[src/rtl/serial_add_sub_if.sv]
// rtl/serial_add_sub_if.sv - operand/result handshake bundle for the bit-serial adder/subtractor
//
// Signals:
//   in_valid / in_ready    operand handshake (a, b, sub sampled on the accept edge)
//   a, b                   WIDTH-bit operands
//   sub                    0 = a+b, 1 = a-b
//   out_valid / out_ready  result handshake
//   sum, carry_out         WIDTH-bit result and final carry
//   ovf                    signed overflow, present only with SERIAL_ADD_SUB_OVF_EN
// Modports: master = operand producer / result consumer, slave = arithmetic unit.
interface serial_add_sub_if #(
    parameter int WIDTH = 8
);
    logic             in_valid;
    logic             in_ready;
    logic [WIDTH-1:0] a;
    logic [WIDTH-1:0] b;
    logic             sub;
    logic             out_valid;
    logic             out_ready;
    logic [WIDTH-1:0] sum;
    logic             carry_out;
`ifdef SERIAL_ADD_SUB_OVF_EN
    logic             ovf;
`endif

    modport master (
        output in_valid, a, b, sub, out_ready,
        input  in_ready, out_valid, sum, carry_out
`ifdef SERIAL_ADD_SUB_OVF_EN
        , input ovf
`endif
    );

    modport slave (
        input  in_valid, a, b, sub, out_ready,
        output in_ready, out_valid, sum, carry_out
`ifdef SERIAL_ADD_SUB_OVF_EN
        , output ovf
`endif
    );
endinterface

[src/rtl/serial_add_sub.sv]
// rtl/serial_add_sub.sv - bit-serial adder/subtractor, one full-adder cell and a carry flop, LSB first
//
// Ports:
//   clk      rising-edge clock
//   rst_n    asynchronous active-low reset
//   bus      serial_add_sub_if.slave: in_valid/in_ready/a/b/sub in, out_valid/out_ready/sum/carry_out out
// Optional: define SERIAL_ADD_SUB_OVF_EN to add bus.ovf (signed two's-complement overflow).
// Timing: accept at edge E0, out_valid high after edge E0+WIDTH, held until out_ready.
module serial_add_sub #(
    parameter int WIDTH = 8
) (
    input  logic                  clk,
    input  logic                  rst_n,
    serial_add_sub_if.slave       bus
);
    localparam int CNT_W = (WIDTH > 2) ? $clog2(WIDTH) : 1;
    localparam logic [CNT_W-1:0] LAST = CNT_W'(WIDTH - 1);

    typedef enum logic [1:0] {
        IDLE = 2'd0,
        RUN  = 2'd1,
        DONE = 2'd2
    } state_t;

    state_t             state_q, state_d;
    logic [WIDTH-1:0]   a_sh_q, a_sh_d;
    logic [WIDTH-1:0]   b_sh_q, b_sh_d;
    logic [WIDTH-1:0]   res_q, res_d;
    logic               c_q, c_d;
    logic [CNT_W-1:0]   cnt_q, cnt_d;
    logic [WIDTH-1:0]   sum_q, sum_d;
    logic               cout_q, cout_d;
`ifdef SERIAL_ADD_SUB_OVF_EN
    logic               ovf_q, ovf_d;
`endif

    logic               fa_s;
    logic               fa_c;

    // The single full-adder cell working on the current LSBs.
    always_comb begin
        fa_s = a_sh_q[0] ^ b_sh_q[0] ^ c_q;
        fa_c = (a_sh_q[0] & b_sh_q[0]) | (a_sh_q[0] & c_q) | (b_sh_q[0] & c_q);
    end

    always_comb begin
        state_d = state_q;
        a_sh_d  = a_sh_q;
        b_sh_d  = b_sh_q;
        res_d   = res_q;
        c_d     = c_q;
        cnt_d   = cnt_q;
        sum_d   = sum_q;
        cout_d  = cout_q;
`ifdef SERIAL_ADD_SUB_OVF_EN
        ovf_d   = ovf_q;
`endif
        case (state_q)
            IDLE: begin
                if (bus.in_valid) begin
                    // Subtraction = add the one's complement of b with carry-in 1.
                    a_sh_d  = bus.a;
                    b_sh_d  = bus.b ^ {WIDTH{bus.sub}};
                    c_d     = bus.sub;
                    cnt_d   = '0;
                    state_d = RUN;
                end
            end
            RUN: begin
                res_d  = {fa_s, res_q[WIDTH-1:1]};
                a_sh_d = a_sh_q >> 1;
                b_sh_d = b_sh_q >> 1;
                c_d    = fa_c;
                cnt_d  = cnt_q + CNT_W'(1);
                if (cnt_q == LAST) begin
                    sum_d   = {fa_s, res_q[WIDTH-1:1]};
                    cout_d  = fa_c;
`ifdef SERIAL_ADD_SUB_OVF_EN
                    // On the MSB step c_q is the carry into the sign bit.
                    ovf_d   = c_q ^ fa_c;
`endif
                    state_d = DONE;
                end
            end
            DONE: begin
                if (bus.out_ready) begin
                    state_d = IDLE;
                end
            end
            default: begin
                state_d = IDLE;
            end
        endcase
    end

    always_ff @(posedge clk or negedge rst_n) begin
        if (!rst_n) begin
            state_q <= IDLE;
            a_sh_q  <= '0;
            b_sh_q  <= '0;
            res_q   <= '0;
            c_q     <= 1'b0;
            cnt_q   <= '0;
            sum_q   <= '0;
            cout_q  <= 1'b0;
`ifdef SERIAL_ADD_SUB_OVF_EN
            ovf_q   <= 1'b0;
`endif
        end else begin
            state_q <= state_d;
            a_sh_q  <= a_sh_d;
            b_sh_q  <= b_sh_d;
            res_q   <= res_d;
            c_q     <= c_d;
            cnt_q   <= cnt_d;
            sum_q   <= sum_d;
            cout_q  <= cout_d;
`ifdef SERIAL_ADD_SUB_OVF_EN
            ovf_q   <= ovf_d;
`endif
        end
    end

    assign bus.in_ready  = (state_q == IDLE);
    assign bus.out_valid = (state_q == DONE);
    assign bus.sum       = sum_q;
    assign bus.carry_out = cout_q;
`ifdef SERIAL_ADD_SUB_OVF_EN
    assign bus.ovf       = ovf_q;
`endif
endmodule

[src/flat_wrapper.sv]
// flat-port wrapper written by rule: the top's interface ports become plain ports
module serial_add_sub_flat 
#(
    parameter int WIDTH = 8
)
  (clk, rst_n, bus_in_valid, bus_a, bus_b, bus_sub, bus_out_ready, bus_in_ready, bus_out_valid, bus_sum, bus_carry_out);
  serial_add_sub_if #(.WIDTH(WIDTH)) bus_i ();
  input  logic clk;
  input  logic rst_n;
  input wire logic [$bits(bus_i.in_valid)-1:0] bus_in_valid;
  input wire logic [$bits(bus_i.a)-1:0] bus_a;
  input wire logic [$bits(bus_i.b)-1:0] bus_b;
  input wire logic [$bits(bus_i.sub)-1:0] bus_sub;
  input wire logic [$bits(bus_i.out_ready)-1:0] bus_out_ready;
  output wire logic [$bits(bus_i.in_ready)-1:0] bus_in_ready;
  output wire logic [$bits(bus_i.out_valid)-1:0] bus_out_valid;
  output wire logic [$bits(bus_i.sum)-1:0] bus_sum;
  output wire logic [$bits(bus_i.carry_out)-1:0] bus_carry_out;
  assign bus_i.in_valid = bus_in_valid;
  assign bus_i.a = bus_a;
  assign bus_i.b = bus_b;
  assign bus_i.sub = bus_sub;
  assign bus_i.out_ready = bus_out_ready;
  assign bus_in_ready = bus_i.in_ready;
  assign bus_out_valid = bus_i.out_valid;
  assign bus_sum = bus_i.sum;
  assign bus_carry_out = bus_i.carry_out;
  serial_add_sub #(.WIDTH(WIDTH)) u_core (.clk(clk), .rst_n(rst_n), .bus(bus_i));
endmodule
[config.mk]
export PLATFORM = sky130hd
export DESIGN_NAME = serial_add_sub_flat
export DESIGN_NICKNAME = d
export VERILOG_FILES = /design/src/rtl/serial_add_sub_if.sv /design/src/rtl/serial_add_sub.sv /design/src/flat_wrapper.sv
export SDC_FILE = /design/constraint.sdc
export NUM_CORES = 1
export LEC_CHECK = 0
export CORE_MARGIN = 2
export CORE_UTILIZATION = 45
export CTS_CLUSTER_DIAMETER = 100
export DETAILED_ROUTE_END_ITERATION = 12
export GPL_ROUTABILITY_DRIVEN = 0
export GPL_TIMING_DRIVEN = 0
export PLACE_DENSITY = 0.81
export SYNTH_ARGS = -nofsm -noshare
export SYNTH_HDL_FRONTEND = slang
export SYNTH_SLANG_ARGS = --single-unit
[constraint.sdc]
create_clock -name clk -period 2.7 [get_ports clk]
set_clock_uncertainty 0.1 [all_clocks]
set_input_delay 0.27 -clock clk [delete_from_list [all_inputs] [get_ports clk]]
set_output_delay 0.27 -clock clk [all_outputs]
set_load 0.1 [all_outputs]
==> reports/results.ini <==
[floorplanning]
rows = 22
fp.coreArea_mm2 = 0.00372
die_y_um = 66.7
ios = 32
start_util = 0.476
die_w_um = 66.7
dieArea_mm2 = 0.00445

[global_route]
overflow = 0
grt_pass1_vias = 1406
grt_max_degree = 39
grt_pass1_wl_um = 6050
track_usage = 0.180
antenna_found_initial = 0

[route]
vias_per_cell = 5.39
antenna_left = 0
remaining_drc_errors = 0
wl_per_cell_um = 14.5
drt_iter0_markers = 69
vias = 1257
firstDrtPassIters = 4
routed_wl_um = 3390

[status]
status = complete, but fails checks
violations = negative hold slack

[cells_and_area]
fin_nets = 209
drive_above_1_share = 0.157
final_cell_mix = dfrtp_1, clkdlybuf4s50_1, nand2_1
insertedDiodeCount = 0
area_growth_pct = 26.4
finalCoreUtilization = 0.602
layout.cells.non_filler = 233
layout_commonest_cell = dfrtp_1
stdcell_area_mm2 = 0.00224

[timing]
timing.hold.ws_ns = -0.0247
slew_headroom = 0.355
slew_violations = 0
fin_setup_tns_ns = 0
finalCriticalPeriod_ns = 2.59
hold_violations = 38
tightest_slew_ns = 0.965
setup_viol = 0
rsz0062_at_grt = false
fin_crit_sh = 0.959
max_freq_mhz = 386

[clocking]
postCtsSetupRepairBufs = 0
cts-root-buf = clkbuf_8
clockBufferDepth = 2
cts.repair.resized = 1
cts_inserted_buffers = 5
htreeDepth = 2
clkSinkCount = 38
cts_tree = yes
cts_hold_buf = 0
clk_pin_slew_ns = 0.07
clkLatencyLatePin_ns = 0.28

[place]
io_buffers = 30
hpwl_um = 2470
placed_area_mm2 = 0.00212
dp.cells = 226

[synthesis]
synth_cell_types = 31
synth_warnings = 0
synthXorXnorAreaFrac = 0.0396
synth-seq-cells = 38
synthMuxAreaShare = 0.108
syn_area_per_cell_um2 = 12.0
synth_compound_area_frac = 0.146
synth-main-ff-cell = dfrtp_1
synth_area_mm2 = 0.00177
ys_seq_area_frac = 0.537
synth_edf_count = 0
synth_cells = 148
synth_top_family_by_area = compound AO/OA/AOI/OAI gates
synthAdderAreaFrac = 0.0255
synth_nets = 172
synthSimpleGateAreaFrac = 0.0948
ys_async_sr_fraction = 1.00

[power_and_ir_drop]
internal-power_mw = 1.63
powerDensity_mw_per_mm2 = 1280
pwr-share-clk = 0.166
p_seq_frac = 0.338
peakVddDrop_v = 0.000752
p_sw_frac = 0.430
p_comb_frac = 0.496
p_sw_mw = 1.23
p_leak_nw = 0.990

[critical_path]
crit_type = reg2out
start_kind = register
cp.arrival_ns = 2.22
cp_max_fo = 10
endpoint_kind = output port
required_ns = 2.33

[run]
maxCapViolations = 0

[hold_path]
hold_path_class = in2async

==> cell type report <==
type                       instances  area [um2]
inverter                           2        7.51
tap                               48        60.1
clock inverter                     1        30.0
sequential                        38         951
multi-input combinational         97         733
timing repair buffer              30         294
buffer                            11        77.6
fill                             320        1480
clock buffer                       6        82.6
==> flip-flops by register name, summed over array words and instances, names as in the netlist <==
| name | count |
|---|---|
| u_core.bus.sum | 8 |
| u_core.res_q | 7 |
| u_core.cnt_q | 3 |
| u_core.state_q | 2 |
| u_core.a_sh_q | 8 |
| u_core.c_q | 1 |
| u_core.bus.carry_out | 1 |
| u_core.b_sh_q | 8 |
==> worst max-delay path, stage by stage (launching register included) <==
cell	delay (ns)
dfrtp_1	0.38
buf_6	0.14
inv_1	0.13
nand2_1	0.10
inv_1	0.07
clkdlybuf4s50_1	1.12
==> metrics by stage <==
stage          hold WS [ns]  power, mW  worst slack, ns
2_1_floorplan        -0.126       2.06            0.338
3_3_place_gp          0.368       2.35            0.305
3_5_place_dp          0.310       2.41            0.314
4_1_cts             0.00518       2.88            0.120
5_1_grt              0.0231       3.05           0.0247
6_report            -0.0247       2.86            0.112
==> power groups by stage <==
stage               registers [mW]  clock network, mW  logic, mW
global placement             0.963                  0       1.39
detailed placement           0.981                  0       1.43
global route                 0.999              0.522       1.53
CTS                          0.970              0.485       1.43
floorplan                     1.40                  0      0.659
finish                       0.967              0.475       1.42
==> cell families (layout without fill, tap and decap cells) <==
group	after synthesis	in the layout
multiplexers	17	17
AO/OA/AOI/OAI	38	38
buffers and inverters	13	50
adder cells (fa/ha/maj)	3	3
flip-flops	38	38
XOR/XNOR	8	8
AND/OR/NAND/NOR	31	31
==> path summary, 6_finish.rpt <==
check | to | from | slack [ns] | depth (start not counted)
max | bus_out_valid | u_core.state_q[0] | 0.11 | 5
min | u_core.res_q[7] | rst_n | -0.02 | 1
max reg2reg | u_core.bus.sum[0] | u_core.cnt_q[0] | 1.15 | 4
min reg2reg | u_core.bus.sum[2] | u_core.bus.sum[2] | 0.39 | 1
max in group asynchronous | u_core.bus.sum[0] | rst_n | 2.01 | 1
min in group clk | u_core.c_q | bus_sub | 0.34 | 3
==> per-layer routing <==
metal  vias up  routed length (um)  global-route usage
li1        597                   -                   -
met1       617                1520               0.225
met2        37                1700               0.313
met3         6                 137              0.0389
met4         0                  35              0.0510
met5         -                   0                   0
==> cell usage after synthesis, types with 2 or more instances <==
master,n,area share
mux2_1,6,0.038
a21oi_1,7,0.020
ha_1,2,0.014
mux2_2,11,0.070
o221ai_1,5,0.025
clkbuf_1,3,0.0064
buf_6,4,0.025
o21ai_0,10,0.028
inv_1,2,0.0042
nor2b_1,5,0.018
a22o_1,2,0.0099
nand2_1,14,0.030
xnor2_1,7,0.035
a22oi_1,9,0.038
buf_2,2,0.0057
dfrtp_1,38,0.54
and2b_1,4,0.017
nor2_1,4,0.0085
Power figures use the tool's default switching activity.
